[src/rtl/mem_port_arbiter.sv]
// rtl/mem_port_arbiter.sv - IF/DM arbiter for a single unified memory port
// One transaction outstanding; DM priority with a streak guard so fetch is not starved.
module mem_port_arbiter #(
    parameter int unsigned MAX_DM_STREAK = 4
) (
    input  logic        i_clk,
    input  logic        i_rst_n,
    input  logic        i_if_req,
    input  logic [31:0] i_if_addr,
    input  logic        i_if_flush,
    output logic        o_if_done,
    output logic [31:0] o_if_rdata,
    output logic        o_if_stall,
    input  logic        i_dm_req,
    input  logic        i_dm_we,
    input  logic [31:0] i_dm_addr,
    input  logic [31:0] i_dm_wdata,
    input  logic [3:0]  i_dm_be,
    output logic        o_dm_done,
    output logic [31:0] o_dm_rdata,
    output logic        o_dm_stall,
    output logic        o_mem_req,
    output logic        o_mem_we,
    output logic [31:0] o_mem_addr,
    output logic [31:0] o_mem_wdata,
    output logic [3:0]  o_mem_be,
    input  logic        i_mem_ready,
    input  logic        i_mem_rvalid,
    input  logic [31:0] i_mem_rdata
);

    typedef enum logic [1:0] {ST_IDLE, ST_REQ, ST_WAIT_R} state_t;

    localparam logic       OWNER_IF = 1'b0;
    localparam logic       OWNER_DM = 1'b1;
    localparam logic [3:0] LP_MAX   = 4'(MAX_DM_STREAK);

    state_t      r_state;
    state_t      w_state_nxt;
    logic        r_owner;
    logic        r_discard;
    logic [3:0]  r_dm_streak;
    logic        r_mem_req;
    logic        r_mem_we;
    logic [31:0] r_mem_addr;
    logic [31:0] r_mem_wdata;
    logic [3:0]  r_mem_be;
    logic        r_if_done;
    logic        r_dm_done;
    logic [31:0] r_if_rdata;
    logic [31:0] r_dm_rdata;

    logic        w_if_elig;
    logic        w_dm_elig;
    logic        w_dm_win;
    logic        w_if_win;
    logic        w_if_flush_own;
    logic [3:0]  w_streak_inc;

    // A req seen during its own done cycle is the request just serviced.
    assign w_if_elig      = i_if_req & ~r_if_done & ~i_if_flush;
    assign w_dm_elig      = i_dm_req & ~r_dm_done;
    assign w_dm_win       = w_dm_elig & ((r_dm_streak < LP_MAX) | ~w_if_elig);
    assign w_if_win       = ~w_dm_win & w_if_elig;
    assign w_if_flush_own = i_if_flush & (r_owner == OWNER_IF);
    assign w_streak_inc   = (r_dm_streak == 4'hF) ? 4'hF : r_dm_streak + 4'd1;

    always_ff @(posedge i_clk or negedge i_rst_n) begin
        if (!i_rst_n) begin
            r_state <= ST_IDLE;
        end else begin
            r_state <= w_state_nxt;
        end
    end

    always_comb begin
        w_state_nxt = r_state;
        case (r_state)
            ST_IDLE:   if (w_dm_win || w_if_win) w_state_nxt = ST_REQ;
            ST_REQ:    if (i_mem_ready) w_state_nxt = r_mem_we ? ST_IDLE : ST_WAIT_R;
            ST_WAIT_R: if (i_mem_rvalid) w_state_nxt = ST_IDLE;
            default:   w_state_nxt = ST_IDLE;
        endcase
    end

    always_ff @(posedge i_clk or negedge i_rst_n) begin
        if (!i_rst_n) begin
            r_owner     <= OWNER_IF;
            r_discard   <= 1'b0;
            r_dm_streak <= 4'd0;
            r_mem_req   <= 1'b0;
            r_mem_we    <= 1'b0;
            r_mem_addr  <= 32'd0;
            r_mem_wdata <= 32'd0;
            r_mem_be    <= 4'd0;
            r_if_done   <= 1'b0;
            r_dm_done   <= 1'b0;
            r_if_rdata  <= 32'd0;
            r_dm_rdata  <= 32'd0;
        end else begin
            r_if_done <= 1'b0;
            r_dm_done <= 1'b0;
            case (r_state)
                ST_IDLE: begin
                    if (w_dm_win) begin
                        r_owner     <= OWNER_DM;
                        r_mem_req   <= 1'b1;
                        r_mem_we    <= i_dm_we;
                        r_mem_addr  <= i_dm_addr;
                        r_mem_wdata <= i_dm_wdata;
                        r_mem_be    <= i_dm_be;
                        r_discard   <= 1'b0;
                        r_dm_streak <= w_if_elig ? w_streak_inc : 4'd0;
                    end else if (w_if_win) begin
                        r_owner     <= OWNER_IF;
                        r_mem_req   <= 1'b1;
                        r_mem_we    <= 1'b0;
                        r_mem_addr  <= i_if_addr;
                        r_mem_wdata <= 32'd0;
                        r_mem_be    <= 4'd0;
                        r_discard   <= 1'b0;
                        r_dm_streak <= 4'd0;
                    end
                end
                ST_REQ: begin
                    if (w_if_flush_own) r_discard <= 1'b1;
                    if (i_mem_ready) begin
                        r_mem_req <= 1'b0;
                        if (r_mem_we) r_dm_done <= 1'b1;
                    end
                end
                ST_WAIT_R: begin
                    if (w_if_flush_own) r_discard <= 1'b1;
                    // A flush arriving with the data still kills the fetch.
                    if (i_mem_rvalid) begin
                        if (r_owner == OWNER_DM) begin
                            r_dm_rdata <= i_mem_rdata;
                            r_dm_done  <= 1'b1;
                        end else if (!(r_discard || w_if_flush_own)) begin
                            r_if_rdata <= i_mem_rdata;
                            r_if_done  <= 1'b1;
                        end
                    end
                end
                default: ;
            endcase
        end
    end

    assign o_if_done   = r_if_done;
    assign o_if_rdata  = r_if_rdata;
    assign o_if_stall  = i_if_req & ~r_if_done;
    assign o_dm_done   = r_dm_done;
    assign o_dm_rdata  = r_dm_rdata;
    assign o_dm_stall  = i_dm_req & ~r_dm_done;
    assign o_mem_req   = r_mem_req;
    assign o_mem_we    = r_mem_we;
    assign o_mem_addr  = r_mem_addr;
    assign o_mem_wdata = r_mem_wdata;
    assign o_mem_be    = r_mem_be;

endmodule
[config.mk]
export PLATFORM = sky130hd
export DESIGN_NAME = mem_port_arbiter
export DESIGN_NICKNAME = d
export VERILOG_FILES = /design/src/rtl/mem_port_arbiter.sv
export SDC_FILE = /design/constraint.sdc
export NUM_CORES = 1
export LEC_CHECK = 0
export CAP_MARGIN = 25
export CORE_MARGIN = 10
export CORE_UTILIZATION = 46
export CTS_BUF_LIST = sky130_fd_sc_hd__clkbuf_4
export DETAILED_ROUTE_END_ITERATION = 12
export PLACE_DENSITY = 0.85
export SLEW_MARGIN = 30
export SYNTH_ARGS = -nofsm -noshare
export SYNTH_HDL_FRONTEND = slang
export SYNTH_SLANG_ARGS = --single-unit
[constraint.sdc]
create_clock -name i_clk -period 2.89 [get_ports i_clk]
set_input_delay 0.578 -clock i_clk [delete_from_list [all_inputs] [get_ports i_clk]]
set_output_delay 0.578 -clock i_clk [all_outputs]
set_load 0.01 [all_outputs]
==> flow_metrics.env, run 1 <==
export IMPL_syn_cell_area_sq_um=5842
export IMPL_power_density_nw_per_um2=933.0
export IMPL_place_area_sq_um=8845
export IMPL_syn_inst=443
export IMPL_post_cts_setup_buffers=0
export IMPL_p_comb_share_pct=46.5
export IMPL_cts_tree="built"
export IMPL_synth_cell_types=34
export IMPL_fillers=888
export IMPL_die_area_sq_um=17610
export IMPL_ir_drop_mv=0.6685
export IMPL_firstDrtPassIters=8
export IMPL_dp_hpwl_mm=14.15
export IMPL_startpoint="i_dm_req"
export IMPL_dieWidth_um=132.7
export IMPL_grt_total_usage_pct=20.55
export IMPL_drt_total_wl_mm=18.38
export IMPL_grt_max_degree=97
export IMPL_internal_power_w=0.005702
export IMPL_hold_class="input pin to asynchronous set/reset pin"
export IMPL_power_frac_seq_pct=39.6
export IMPL_clk_pin_slew_ns=0.11
export IMPL_maxSlewHeadroom_pct=42.51
export IMPL_final_hold_violation_count=0
export IMPL_crit_chain="clkdlybuf4s50_1 -> nand2b_1 -> inv_1 -> clkdlybuf4s50_1"
export IMPL_leakage_nw=4.346
export IMPL_yosys_register_bits=144
export IMPL_crit_type="input pin to primary output"
export IMPL_arrival_ns=1.99
export IMPL_io_pins=278
export IMPL_synth_edff_count=0
export IMPL_cp_max_fo=7
export IMPL_grt_setup_unrepaired="no"
export IMPL_worst_r2r_endpoint="o_mem_wdata[16]$_DFFE_PN0P_"
export IMPL_cp_end_kind="primary output"
export IMPL_core_area_sq_um=12520
export IMPL_fmax_ghz=0.3898
export IMPL_drtIter0Drc=382
export IMPL_crit_top_cell="clkdlybuf4s50_1"
export IMPL_cts_htree_levels=4
export IMPL_die_h_um=132.7
export IMPL_clock_latency_ns=0.52
export IMPL_vias=4675
export IMPL_start_util_pct=46.67
export IMPL_ant_nets=0
export IMPL_worst_slew_pin_slew_ns=0.8623
export IMPL_fin_skew_ns=0.01207
export IMPL_post_cts_resized=0
export IMPL_place_congestion=0.8610
export IMPL_finalInstanceArea_sq_um=9099
export IMPL_synth_fp_nets=589
export IMPL_wire_per_inst_um=20.19
export IMPL_regArea_sq_um=3603
export IMPL_synthArstFlopShare_pct=100.0
export IMPL_ys_seq_area_share_pct=61.68
export IMPL_io_buffers=277
export IMPL_drc_errors=0
export IMPL_fin_nets=872
export IMPL_drv_cap=0
export IMPL_dominantRegCellSynth="dfrtp_1"
export IMPL_crit_end="o_dm_stall"
export IMPL_start_kind="input pin"
export IMPL_cpMaxStageDelayCell="clkdlybuf4s50_1"
export IMPL_grt_pass1_vias=5263
export IMPL_cts_sinks=144
export IMPL_fin_setup_tns_ns=0
export IMPL_globalRouteOverflowTotal=0
export IMPL_ff2ff_setup_slack_ns=0.65
export IMPL_maxSlewViolCount=0
export IMPL_slowest_delay_ns=0.57
export IMPL_rr_worst_depth=7
export IMPL_layout_drive_gt1_share_pct=12.08
export IMPL_cts_root_buffer="clkbuf_4"
export IMPL_synthToLayoutAreaGrowth_pct=55.75
export IMPL_swShare_pct=32.82
export IMPL_ys_warn_count=0
export IMPL_worstPathRequired_ns=2.31
export IMPL_run_status="complete, no violations"
export IMPL_grt_pass1_wl_mm=28.75
export IMPL_ctsLongestPathBuffers=2
export IMPL_setup_violations=0
export IMPL_via_per_inst=5.137
export IMPL_netSwitchingPower_w=0.002786
export IMPL_rows=41
export IMPL_timing_final_crit_share_pct=88.77
export IMPL_syn_avg_cell_area_sq_um=13.19
export IMPL_hold_buffers=0
export IMPL_power_w=0.008489
export IMPL_multiInputGateArea_sq_um=1740
export IMPL_reg2reg_from="r_state[1]$_DFFE_PN0P_"
export IMPL_antenna_found_initial=1
export IMPL_power_clock_fraction_pct=13.9
export IMPL_fin_crit_ns=2.566
export IMPL_numCtsBuffers=17
placed cells by master, fill, tap and decap left out, types with 6 or more instances in the layout:
master           instances
ha_1                     6
dfrtp_1                144
clkbuf_4                21
clkdlybuf4s50_1        276
a22o_1                  39
mux2_2                  44
buf_4                    7
inv_1                  101
mux2_1                  22
a222oi_1                32
worst max-delay path, delay by kind of cell:
family / cells / cell delay (ns)
buffers and inverters: 3 / 1.23
AND/OR/NAND/NOR: 1 / 0.18
cell usage after synthesis (2+ instances only):
| cell type | count | area [sq um] |
|---|---|---|
| a222oi_1 | 32 | 320.3 |
| a22o_1 | 39 | 341.6 |
| a31oi_1 | 2 | 12.51 |
| buf_2 | 20 | 100.1 |
| buf_4 | 3 | 22.52 |
| dfrtp_1 | 144 | 3603 |
| ha_1 | 6 | 75.07 |
| inv_1 | 101 | 379.1 |
| mux2_1 | 22 | 247.7 |
| mux2_2 | 44 | 495.5 |
| nand2_1 | 3 | 11.26 |
| nand3_1 | 2 | 10.01 |
| nor2b_1 | 4 | 25.02 |
through the flow:
step / cells / util, % / hold slack, ns / worst slack, ns
after floorplan: 443 / - / 0.2824 / 1.185
after CTS: 909 / 72.67 / 0.1294 / 0.3202
after detailed placement: 879 / 70.66 / 0.4674 / 0.3354
final: 910 / 72.69 / 0.1362 / 0.3245
after global routing: 910 / 72.69 / 0.1420 / 0.2203
after global placement: 879 / 70.66 / 0.4662 / 0.3463
cell families (layout without fill, tap and decap cells):
group,Yosys count,after routing,synth area share (%)
AO/OA/AOI/OAI,83,83,13.13
other,0,1,0
flip-flops,144,144,61.68
adder cells (fa/ha/maj),6,6,1.285
AND/OR/NAND/NOR,19,19,2.399
buffers and inverters,125,419,8.781
multiplexers,66,66,12.72
state kept, by name, summed over array words and instances, names as in the netlist:
| register | cells |
|---|---|
| o_dm_rdata | 32 |
| o_if_rdata | 32 |
| o_mem_addr | 32 |
| o_mem_wdata | 32 |
| o_mem_be | 4 |
| r_dm_streak | 4 |
| r_state | 2 |
| o_dm_done | 1 |
| o_if_done | 1 |
| o_mem_req | 1 |
| o_mem_we | 1 |
| r_discard | 1 |
| r_owner | 1 |
power by group through the flow:
stage | clock, W | combinational, W | sequential (W)
after global routing | 0.00131 | 0.00420 | 0.00346
final | 0.00118 | 0.00395 | 0.00336
after global placement | 0 | 0.00388 | 0.00333
after CTS | 0.00123 | 0.00401 | 0.00337
after floorplan | 0 | 0.00126 | 0.00371
after detailed placement | 0 | 0.00400 | 0.00339
worst min path at each step:
stage                                     from                         end  slack (ns)  depth (start not counted)
CTS                                    i_rst_n   o_dm_rdata[3]$_DFFE_PN0N_        0.13                          1
floorplan                              i_rst_n         o_dm_done$_DFF_PN0_        0.28                          0
global route                           i_rst_n   o_dm_rdata[3]$_DFFE_PN0N_        0.14                          1
finish                                 i_rst_n  o_dm_rdata[21]$_DFFE_PN0N_        0.14                          1
detailed placement  r_dm_streak[3]$_DFFE_PN0P_  r_dm_streak[3]$_DFFE_PN0P_        0.47                          1
global placement    o_if_rdata[13]$_DFFE_PN0P_  o_if_rdata[13]$_DFFE_PN0P_        0.47                          1
per-layer routing:
layer  vias up  GRT usage (%)  share of wire, %
li1       2111              -                 -
met1      2324          22.03                37
met2       213          36.40                52
met3        27          6.851               7.9
met4         0          8.313               2.4
met5         -              0                 0
final cells by class:
type / instances / share of cell area, %
flip-flops and latches: 144 / 39.60
diodes: 1 / 0.02750
multi-input cells: 174 / 19.13
repair buffers: 288 / 31.94
inverters: 101 / 4.167
clock inverters: 9 / 1.031
well taps: 172 / 2.365
clock buffers: 21 / 1.733
No activity file was read; power rests on OpenSTA's default activity.
==> run 2, diff against run 1 <==
- CORE_UTILIZATION: 46 -> 45
- PLACE_DENSITY: 0.85 -> 0.83
- clock period: 2.89 -> 3.1 ns (I/O delays scaled with it)
==> flow_metrics.env, run 2 (synthesis results as in run 1) <==
export IMPL_run_status="complete, no violations"
export IMPL_drv_cap=0
export IMPL_layout_common_cells="276 x clkdlybuf4s50_1, 144 x dfrtp_1, 101 x inv_1, 44 x mux2_2, 39 x a22o_1"
export IMPL_cp_end_kind="primary output"
export IMPL_fin_nets=870
export IMPL_power_density_nw_per_um2=870.3
export IMPL_drc_errors=0
export IMPL_hold_class="flop to flop"
export IMPL_rr_worst_depth=6
export IMPL_place_area_sq_um=8810
export IMPL_io_pins=278
export IMPL_cts_root_buffer="clkbuf_4"
export IMPL_holdPathStages=1
export IMPL_cts_htree_levels=4
export IMPL_synthToLayoutAreaGrowth_pct=55.41
export IMPL_firstDrtPassIters=8
export IMPL_dieWidth_um=133.9
export IMPL_vias=4673
export IMPL_maxSlewHeadroom_pct=61.94
export IMPL_dp_hpwl_mm=14.29
export IMPL_grt_pass1_wl_mm=28.59
export IMPL_start_kind="input pin"
export IMPL_start_util_pct=46.10
export IMPL_post_cts_resized=0
export IMPL_fin_crit_ns=2.648
export IMPL_fin_skew_ns=0.01415
export IMPL_grt_setup_unrepaired="no"
export IMPL_core_area_sq_um=12670
export IMPL_cp_max_fo=7
export IMPL_cts_tree="built"
export IMPL_layout_drive_gt1_share_pct=11.84
export IMPL_clk_pin_slew_ns=0.11
export IMPL_setup_violations=0
export IMPL_ctsLongestPathBuffers=2
export IMPL_fin_setup_tns_ns=0
export IMPL_antenna_found_initial=1
export IMPL_multiInputGateArea_sq_um=1740
export IMPL_wire_per_inst_um=20.25
export IMPL_die_h_um=133.9
export IMPL_rows=41
export IMPL_arrival_ns=2.03
export IMPL_maxSlewViolCount=0
export IMPL_leakage_nw=4.341
export IMPL_crit_type="input pin to primary output"
export IMPL_final_hold_violation_count=0
export IMPL_ant_nets=0
export IMPL_numCtsBuffers=17
export IMPL_grt_total_usage_pct=20.25
export IMPL_grt_max_degree=60
export IMPL_worstPathRequired_ns=2.48
export IMPL_clock_latency_ns=0.52
export IMPL_place_congestion=0.8159
export IMPL_post_cts_setup_buffers=0
export IMPL_ir_drop_mv=0.4743
export IMPL_globalRouteOverflowTotal=0
export IMPL_mostFrequentLayoutCell="clkdlybuf4s50_1"
export IMPL_io_buffers=277
export IMPL_regArea_sq_um=3603
export IMPL_fmax_ghz=0.3776
export IMPL_drt_total_wl_mm=18.39
export IMPL_timing_final_crit_share_pct=85.42
export IMPL_fillers=868
export IMPL_hold_buffers=1
export IMPL_finalInstanceArea_sq_um=9079
export IMPL_die_area_sq_um=17940
export IMPL_grt_pass1_vias=5148
export IMPL_drtIter0Drc=323
export IMPL_via_per_inst=5.146
export IMPL_cts_sinks=144
export IMPL_worst_slew_pin_slew_ns=0.5687
-- run 2: changes by cell type in the layout (fill, tap and decap cells not counted) --
cell | previous run | this run
buf_12 | 4 | 3
buf_4 | 7 | 5
clkbuf_4 | 21 | 22
clkinv_1 | 3 | 2
clkinv_4 | 0 | 1
clkinvlp_4 | 1 | 0
dlygate4sd3_1 | 0 | 1
-- run 2: cell type report --
class / instances / area share (%)
Antenna cell: 1 / 0.02756
Clock buffer: 22 / 1.819
Clock inverter: 8 / 1.006
Inverter: 101 / 4.176
Multi-Input combinational cell: 174 / 19.17
Sequential cell: 144 / 39.69
Tap cell: 172 / 2.370
Timing Repair Buffer: 286 / 31.74
-- run 2: stage by stage --
step	setup slack, ns	util, %	hold WS (ns)	total power (W)	instances
global placement	0.4786	69.53	0.4647	0.006695	876
floorplan	1.353	-	0.3244	0.004632	443
finish	0.4519	71.65	0.4897	0.007902	908
detailed placement	0.4589	69.53	0.4628	0.006864	876
global route	0.3798	71.65	0.5185	0.008368	908
CTS	0.4515	71.63	0.4946	0.008007	907
-- run 2: final timing paths --
kind                       slack [ns]                        from                    endpoint
min reg2reg                      0.49  r_dm_streak[3]$_DFFE_PN0P_  r_dm_streak[3]$_DFFE_PN0P_
min                              0.49  r_dm_streak[3]$_DFFE_PN0P_  r_dm_streak[3]$_DFFE_PN0P_
min in group asynchronous        0.59                     i_rst_n   o_if_rdata[7]$_DFFE_PN0P_
max                              0.45                    i_dm_req                  o_dm_stall
max in group asynchronous        1.66                     i_rst_n   o_mem_addr[1]$_DFFE_PN0P_
max reg2reg                      0.91      r_state[1]$_DFFE_PN0P_  o_mem_addr[11]$_DFFE_PN0P_
-- run 2: report_power, final --
| group | total, W | internal, W | leakage (nW) | switching [W] |
|---|---|---|---|---|
| combinational | 0.00368 | 0.00213 | 2.41 | 0.00155 |
| sequential | 0.00312 | 0.00267 | 1.79 | 0.000450 |
| clock | 0.00111 | 0.000507 | 0.148 | 0.000603 |
| total | 0.00790 | 0.00530 | 4.34 | 0.00260 |
-- run 2: worst max-delay path: stages --
cell,delay [ns]
clkdlybuf4s50_1,0.48
nand2b_1,0.17
inv_1,0.17
clkdlybuf4s50_1,0.58
-- run 2: metal layers --
layer  global-route usage, %  wire length, um  vias to the layer above
met3                   8.439             1624                       36
met5                       0                0                        -
met4                   8.343              563                        0
li1                        -                -                     2106
met2                   35.16             9459                      211
met1                   21.23             6740                     2320
==> run 3, diff against run 2 <==
- CTS_CLUSTER_SIZE: not set -> 20
==> results of run 3 <==
Final layout, timing and power as in run 2 (identical DEF).
